### config.mk
export PLATFORM = sky130hd
export DESIGN_NAME = ysyx_22050518_mem_stage
export DESIGN_NICKNAME = d
export VERILOG_FILES = /design/src/rtl/ysyx_22050518_mem_pkg.sv /design/src/rtl/ysyx_22050518_lsu_align.sv /design/src/rtl/ysyx_22050518_mem_stage.sv
export SDC_FILE = /design/constraint.sdc
export NUM_CORES = 1
export LEC_CHECK = 0
export CELL_PAD_IN_SITES_DETAIL_PLACEMENT = 2
export CELL_PAD_IN_SITES_GLOBAL_PLACEMENT = 2
export CORE_ASPECT_RATIO = 1.1
export CORE_MARGIN = 2
export CORE_UTILIZATION = 24
export DETAILED_ROUTE_END_ITERATION = 8
export PLACE_DENSITY_LB_ADDON = 0.1
export RECOVER_POWER = 50
export SETUP_SLACK_MARGIN = 0.4
export SLEW_MARGIN = 20
export SYNTH_ARGS = -nofsm -noshare
export SYNTH_HDL_FRONTEND = slang
export SYNTH_SLANG_ARGS = --single-unit
### constraint.sdc
create_clock -name clk -period 7.4 [get_ports clk]
set_input_delay 1.48 -clock clk [delete_from_list [all_inputs] [get_ports clk]]
set_output_delay 1.48 -clock clk [all_outputs]
set_load 0.03 [all_outputs]
### src/rtl/ysyx_22050518_mem_pkg.sv
// Shared types and helpers for the memory stage: FSM states, load/store
// size encodings, and the latched descriptor of an in-flight access.
package ysyx_22050518_mem_pkg;

  typedef enum logic [1:0] {
    IDLE = 2'd0,
    REQ  = 2'd1,
    RSP  = 2'd2
  } state_e;

  // func3 encodings for loads; stores only use the low two bits (size)
  localparam logic [2:0] F3_LB  = 3'b000;
  localparam logic [2:0] F3_LH  = 3'b001;
  localparam logic [2:0] F3_LW  = 3'b010;
  localparam logic [2:0] F3_LD  = 3'b011;
  localparam logic [2:0] F3_LBU = 3'b100;
  localparam logic [2:0] F3_LHU = 3'b101;
  localparam logic [2:0] F3_LWU = 3'b110;

  // What must survive from accept until the response comes back
  typedef struct packed {
    logic       is_load;
    logic [2:0] func3;
    logic [2:0] off;
    logic [4:0] rd_addr;
    logic       rd_w;
  } mem_op_t;

  // Byte-strobe pattern for an access of 1/2/4/8 bytes at offset 0
  function automatic logic [7:0] sizemask(input logic [1:0] size);
    case (size)
      2'd0:    return 8'h01;
      2'd1:    return 8'h03;
      2'd2:    return 8'h0F;
      default: return 8'hFF;
    endcase
  endfunction

endpackage

### src/rtl/ysyx_22050518_lsu_align.sv
// Combinational lane steering: positions store data/strobes inside the
// doubleword, and pulls a load value out of the returned doubleword.
module ysyx_22050518_lsu_align
  import ysyx_22050518_mem_pkg::*;
#(
  parameter int XLEN = 64
) (
  input  logic [XLEN-1:0] st_data_i,
  input  logic [2:0]      st_off_i,
  input  logic [1:0]      st_size_i,
  output logic [XLEN-1:0] st_wdata_o,
  output logic [7:0]      st_wmask_o,
  input  logic [XLEN-1:0] ld_rdata_i,
  input  logic [2:0]      ld_off_i,
  input  logic [2:0]      ld_func3_i,
  output logic [XLEN-1:0] ld_data_o
);

  logic [XLEN-1:0] ld_sh;

  // Store: shift data and strobes to the byte lane; strobes past byte 7 drop off
  always_comb begin
    st_wdata_o = st_data_i << {st_off_i, 3'b000};
    st_wmask_o = sizemask(st_size_i) << st_off_i;
  end

  // Load: bring the addressed byte to lane 0, then size and extend
  always_comb begin
    // NOTE: outputs get a default before the case so an uncovered branch cannot infer a latch.
    ld_data_o = '0;
    ld_sh     = ld_rdata_i >> {ld_off_i, 3'b000};
    case (ld_func3_i)
      F3_LB:   ld_data_o = {{(XLEN-8){ld_sh[7]}}, ld_sh[7:0]};
      F3_LBU:  ld_data_o = {{(XLEN-8){1'b0}}, ld_sh[7:0]};
      F3_LH:   ld_data_o = {{(XLEN-16){ld_sh[15]}}, ld_sh[15:0]};
      F3_LHU:  ld_data_o = {{(XLEN-16){1'b0}}, ld_sh[15:0]};
      F3_LW:   ld_data_o = {{(XLEN-32){ld_sh[31]}}, ld_sh[31:0]};
      F3_LWU:  ld_data_o = {{(XLEN-32){1'b0}}, ld_sh[31:0]};
      F3_LD:   ld_data_o = ld_sh;
      default: ld_data_o = '0;
    endcase
  end

endmodule

### src/rtl/ysyx_22050518_mem_stage.sv
// Memory pipeline stage: passes ALU results through in one cycle, or runs a
// single request/response on the data-memory port for loads and stores.
module ysyx_22050518_mem_stage
  import ysyx_22050518_mem_pkg::*;
#(
  parameter int XLEN = 64,
  parameter int AW   = 64
) (
  input  logic            clk,
  input  logic            rst,
  input  logic            in_valid,
  input  logic [XLEN-1:0] in_rd,
  input  logic [4:0]      in_rd_addr,
  input  logic            in_rd_w,
  input  logic            in_mem_rd,
  input  logic            in_mem_wr,
  input  logic [2:0]      in_func3,
  input  logic [XLEN-1:0] in_store_data,
  output logic            pipe4_allowin,
  output logic            dmem_req_valid,
  input  logic            dmem_req_ready,
  output logic            dmem_req_wr,
  output logic [AW-1:0]   dmem_req_addr,
  output logic [XLEN-1:0] dmem_req_wdata,
  output logic [7:0]      dmem_req_wmask,
  input  logic            dmem_rsp_valid,
  input  logic [XLEN-1:0] dmem_rsp_rdata,
  output logic            wb_valid,
  output logic [XLEN-1:0] wb_rd,
  output logic [4:0]      wb_rd_addr,
  output logic            wb_rd_w,
  input  logic            wb_allowin,
  output logic [XLEN-1:0] fwd_rd,
  output logic            fwd_valid
);

  state_e          state_q, state_d;
  mem_op_t         op_q, op_d;
  logic            wb_valid_q, wb_valid_d;
  logic [XLEN-1:0] wb_rd_q, wb_rd_d;
  logic [4:0]      wb_rd_addr_q, wb_rd_addr_d;
  logic            wb_rd_w_q, wb_rd_w_d;
  logic            req_valid_q, req_valid_d;
  logic            req_wr_q, req_wr_d;
  logic [AW-1:0]   req_addr_q, req_addr_d;
  logic [XLEN-1:0] req_wdata_q, req_wdata_d;
  logic [7:0]      req_wmask_q, req_wmask_d;

  logic [XLEN-1:0] st_wdata, ld_data;
  logic [7:0]      st_wmask;
  logic            in_is_mem;

  // Store lanes come from the incoming op; load extraction from the latched op
  ysyx_22050518_lsu_align #(.XLEN(XLEN)) u_align (
    .st_data_i  (in_store_data),
    .st_off_i   (in_rd[2:0]),
    .st_size_i  (in_func3[1:0]),
    .st_wdata_o (st_wdata),
    .st_wmask_o (st_wmask),
    .ld_rdata_i (dmem_rsp_rdata),
    .ld_off_i   (op_q.off),
    .ld_func3_i (op_q.func3),
    .ld_data_o  (ld_data)
  );

  assign in_is_mem     = in_mem_rd | in_mem_wr;
  assign pipe4_allowin = (state_q == IDLE) && (!wb_valid_q || wb_allowin);

  // Next-state and datapath updates for the accept / request / response flow
  always_comb begin
    state_d      = state_q;
    op_d         = op_q;
    wb_valid_d   = wb_valid_q;
    wb_rd_d      = wb_rd_q;
    wb_rd_addr_d = wb_rd_addr_q;
    wb_rd_w_d    = wb_rd_w_q;
    req_valid_d  = req_valid_q;
    req_wr_d     = req_wr_q;
    req_addr_d   = req_addr_q;
    req_wdata_d  = req_wdata_q;
    req_wmask_d  = req_wmask_q;
    case (state_q)
      IDLE: begin
        if (in_valid && pipe4_allowin) begin
          if (in_is_mem) begin
            op_d.is_load = in_mem_rd;
            op_d.func3   = in_func3;
            op_d.off     = in_rd[2:0];
            op_d.rd_addr = in_rd_addr;
            op_d.rd_w    = in_rd_w && in_mem_rd && (in_rd_addr != 5'd0);
            // Old bundle has left (allow-in held), so the slot idles until the response
            wb_valid_d   = 1'b0;
            req_valid_d  = 1'b1;
            req_wr_d     = in_mem_wr;
            req_addr_d   = AW'(in_rd);
            req_wdata_d  = in_mem_wr ? st_wdata : '0;
            req_wmask_d  = in_mem_wr ? st_wmask : 8'h00;
            state_d      = REQ;
          end else begin
            wb_valid_d   = 1'b1;
            wb_rd_d      = in_rd;
            wb_rd_addr_d = in_rd_addr;
            wb_rd_w_d    = in_rd_w && (in_rd_addr != 5'd0);
          end
        end else if (wb_allowin) begin
          wb_valid_d = 1'b0;
        end
      end
      REQ: begin
        if (dmem_req_ready) begin
          req_valid_d = 1'b0;
          state_d     = RSP;
        end
      end
      RSP: begin
        if (dmem_rsp_valid) begin
          wb_valid_d   = 1'b1;
          wb_rd_addr_d = op_q.rd_addr;
          wb_rd_w_d    = op_q.rd_w;
          if (op_q.is_load) wb_rd_d = ld_data;
          state_d      = IDLE;
        end
      end
      default: state_d = IDLE;
    endcase
  end

  // State and output registers; reset abandons any in-flight access
  always_ff @(posedge clk or posedge rst) begin
    if (rst) begin
      state_q      <= IDLE;
      op_q         <= '0;
      wb_valid_q   <= 1'b0;
      wb_rd_q      <= '0;
      wb_rd_addr_q <= 5'd0;
      wb_rd_w_q    <= 1'b0;
      req_valid_q  <= 1'b0;
      req_wr_q     <= 1'b0;
      req_addr_q   <= '0;
      req_wdata_q  <= '0;
      req_wmask_q  <= 8'h00;
    end else begin
      // NOTE: non-blocking so every register samples the pre-edge values together.
      state_q      <= state_d;
      op_q         <= op_d;
      wb_valid_q   <= wb_valid_d;
      wb_rd_q      <= wb_rd_d;
      wb_rd_addr_q <= wb_rd_addr_d;
      wb_rd_w_q    <= wb_rd_w_d;
      req_valid_q  <= req_valid_d;
      req_wr_q     <= req_wr_d;
      req_addr_q   <= req_addr_d;
      req_wdata_q  <= req_wdata_d;
      req_wmask_q  <= req_wmask_d;
    end
  end

  assign wb_valid       = wb_valid_q;
  assign wb_rd          = wb_rd_q;
  assign wb_rd_addr     = wb_rd_addr_q;
  assign wb_rd_w        = wb_rd_w_q;
  assign fwd_rd         = wb_rd_q;
  assign fwd_valid      = wb_valid_q & wb_rd_w_q;
  assign dmem_req_valid = req_valid_q;
  assign dmem_req_wr    = req_wr_q;
  assign dmem_req_addr  = req_addr_q;
  assign dmem_req_wdata = req_wdata_q;
  assign dmem_req_wmask = req_wmask_q;

endmodule

==> summary.txt <==
Status: finished with violations
Violated checks: capacitance limit, slew limit
TritonCTS Buffers: 29
Most frequent cells in the layout: 330 x clkdlybuf4s50_1, 219 x dfrtp_1, 150 x dlygate4sd3_1
First-pass GRT wire length: 90.00 mm
Main synth FF type: dfrtp_1
Drt total wl: 63.12 mm
Starting density of the core: 24.25%
DRC: 0
Final Non-Filler Cells: 2389
Area of the multi-input gates: 0.006482 sq mm
Slew of the pin with the lowest slew margin: 3.846 ns
Flop pwr share: 25.9%
Slew margin rel.: -156.4%
Tcrit/Tclk final: 74.64%
Worst-Skew Late Latency: 0.58 ns
Antenna Nets Post-Route: 0
Final Wtd Congestion: 0.8369
Setup TNS: 0 ns
Largest net degree at the start of global routing: 149
Post-synthesis adder-cell area fraction: 0%
Reg-to-Reg End: dmem_req_addr[36]
Most common cell after layout, fill and taps aside: clkdlybuf4s50_1
Die height: 248.2 microns
PD cells: 458.6 mW/mm^2
Clock Tree Buf Depth: 3
Crit path DAT: 5.95 ns
Final Hold Fails: 0
Clock Skew: 0.01620 ns
R2R setup slack: 2.85 ns
Switching pwr: 0.004051 W
Pins Over Slew Limit: 205
CTS tree: done
Sequential share of the synthesized area: 42.49%
Crit start category: input port
Req. time, crit path: 7.83 ns
Compound-Gate Fraction of Synth Area: 19.71%
Io pins: 484
Buffers added on ports: 483
Synth unique cells: 51
Delay of the slowest cell on the worst path: 2.64 ns
Main combinational cell family by area after synthesis: multiplexers
Via/cell ratio: 4.983
CP max FO: 148
Crit Path Category: in -> reg
Iter 0 DRT Violations: 592
Min cycle time layout: 5.524 ns
Worst Hold Class: reg -> reg
Net Sw Frac: 46.75%
Syn-to-layout area delta: 45.19%
Reg clk slew, reported paths: 0.06 ns
H-tree levels: 1
Inst Count DP: 2330
Post_cts resized: 0
Drt first pass iters: 8
Internal power: 0.004614 W
Crit end category: flop
Clock Power Share: 17.0%
# rows: 89
Peak Freq: 181.0 MHz
DR WL/cell: 26.42 microns
Buf+Inv Stages, Crit Path: 2
Worst R2R Path Depth: 5
Root buffer cell: clkbuf_16
Die Area: 0.05611 sq mm
Crit-path leading delay family: buffers and inverters
Share of layout cells above drive strength 1: 12.68%
RSZ-0062 raised after global routing: false
GRT Total Usage: 21.87%
YS warnings: 0
Gate power share: 57.2%
Aggregate global routing overflow: 0
Reg2reg start: state_q[1]
Leak: 7.991 nW
Fillers: 5846
XOR/XNOR Fraction of Synth Area: 0%
DR vias: 11904
Storage cell area: 0.005535 sq mm
Endpoints failing setup: 0
Hold path start: dmem_req_wr
Post-Synth Simple-Gate Area: 9.556%
EDFF count, synth: 0
Cell count after synthesis: 1282
Core footprint: 0.05367 sq mm
Post-CTS Setup Bufs: 0
Post-synthesis async set-or-reset flop share: 100.0%
Yosys top cell by area: dfrtp_1
Post-synth top area share: 42.49%
Maximum capacitance violations: 2
Synth area leaders: dfrtp_1 42%, mux2i_1 9.4%, mux2_2 7.9%, buf_4 3.9%, nand2_1 3.7%
WHS Endpoint: dmem_req_wr
Syn_nets: 1491
Initial antenna violation count: 13
Worst ir drop on vdd: 0.0001556 V
CP max-delay cell: clkbuf_2
Vias in the first global route: 12988
Flops & latches, synth: 221
CTS Hold Bufs: 0
Mux cell area share after synthesis: 20.37%
Worst hold path stage count: 2
CP cell instances: dlygate4sd3_1 > nand2b_1 > and2_0 > o211ai_1 > clkbuf_2 > mux2_2
Mapped cell area: 0.01301 sq mm
Avg Cell Area, Syn: 10.15 sq um
Sink Count: 221
Die Wd: 226.0 microns
Dpl hpwl: 47.95 mm
# nets final: 1842
[synthesized netlist by cell type (21+ instances only)]
cell        n
mux2i_1   122
nand2_1   129
a21oi_1    95
dfrtp_1   221
buf_4      67
a22o_1     33
a221oi_2   22
nor2_1     75
a211oi_1   33
clkbuf_1   69
buf_1      21
mux2_2     91
o21ai_0    70
[logic make-up (layout without fill, tap and decap cells)]
kind of cell / count (synthesis) / count (layout)
other: 0 / 5
muxes: 231 / 231
and+or+nand+nor: 283 / 283
DFF: 221 / 221
buffers and inverters: 185 / 559
AOI/OAI and AO/OA: 362 / 362
[through the flow]
stage | setup WS (ns) | hold slack (ns) | area, sq um | util, % | power [W]
after floorplan | 3.038 | 0.4473 | 13020 | - | 0.005375
after global placement | 2.763 | 0.4627 | 17920 | 33.39 | 0.007331
after detailed placement | 2.751 | 0.4700 | 17930 | 33.40 | 0.007426
after CTS | 2.871 | 0.4869 | 18910 | 35.23 | 0.008945
after global routing | 1.425 | 0.5084 | 18890 | 35.19 | 0.009160
final | 1.876 | 0.4748 | 18900 | 35.21 | 0.008665
[worst max path at each step]
stage                    start           endpoint  cells after the start
finish              wb_allowin  dmem_req_addr[36]                      6
global route        wb_allowin           wb_valid                      7
CTS                 wb_allowin      pipe4_allowin                      4
detailed placement  wb_allowin         fwd_rd[55]                      7
global placement     in_mem_wr         fwd_rd[63]                      7
floorplan                  rst  dmem_req_addr[10]                      1
[sequential cells by signal, indices dropped and copies added, names as in the netlist]
| signal | count |
|---|---|
| dmem_req_valid | 1 |
| state_q | 2 |
| wb_valid | 1 |
| dmem_req_wdata | 64 |
| fwd_rd | 64 |
| wb_rd_w | 1 |
| dmem_req_wmask | 8 |
| op_q | 12 |
| dmem_req_wr | 1 |
| dmem_req_addr | 62 |
| wb_rd_addr | 5 |
[power groups by stage]
stage,registers (W),logic [W],clock network (W)
6_report,0.00224,0.00495,0.00147
5_1_grt,0.00233,0.00526,0.00157
4_1_cts,0.00228,0.00514,0.00152
3_5_place_dp,0.00230,0.00513,0
3_3_place_gp,0.00227,0.00506,0
2_1_floorplan,0.00307,0.00231,0
[per-layer routing]
layer  global-route usage, %  wire length [microns]  vias up
li1                        -                      -     5386
met1                   23.66                  23310     6088
met2                   41.61                  33800      340
met3                   6.063                   4435       76
met4                   5.786                   1494       14
met5                       0                     86        -
[final cells by class]
type / count / area share, %
Inverter: 5 / 0.1059
Timing Repair Buffer: 500 / 26.21
Clock inverter: 14 / 0.8276
Sequential cell: 221 / 29.29
Tap cell: 728 / 4.820
Clock buffer: 40 / 4.377
Multi-Input combinational cell: 876 / 34.30
Antenna cell: 5 / 0.06621
[tightest hold or removal path, cell delays in order (launching register included)]
cell and delay, ns:
dfrtp_1 0.34, nand2_1 0.05, nand2_1 0.05
Power figures use the tool's default switching activity.
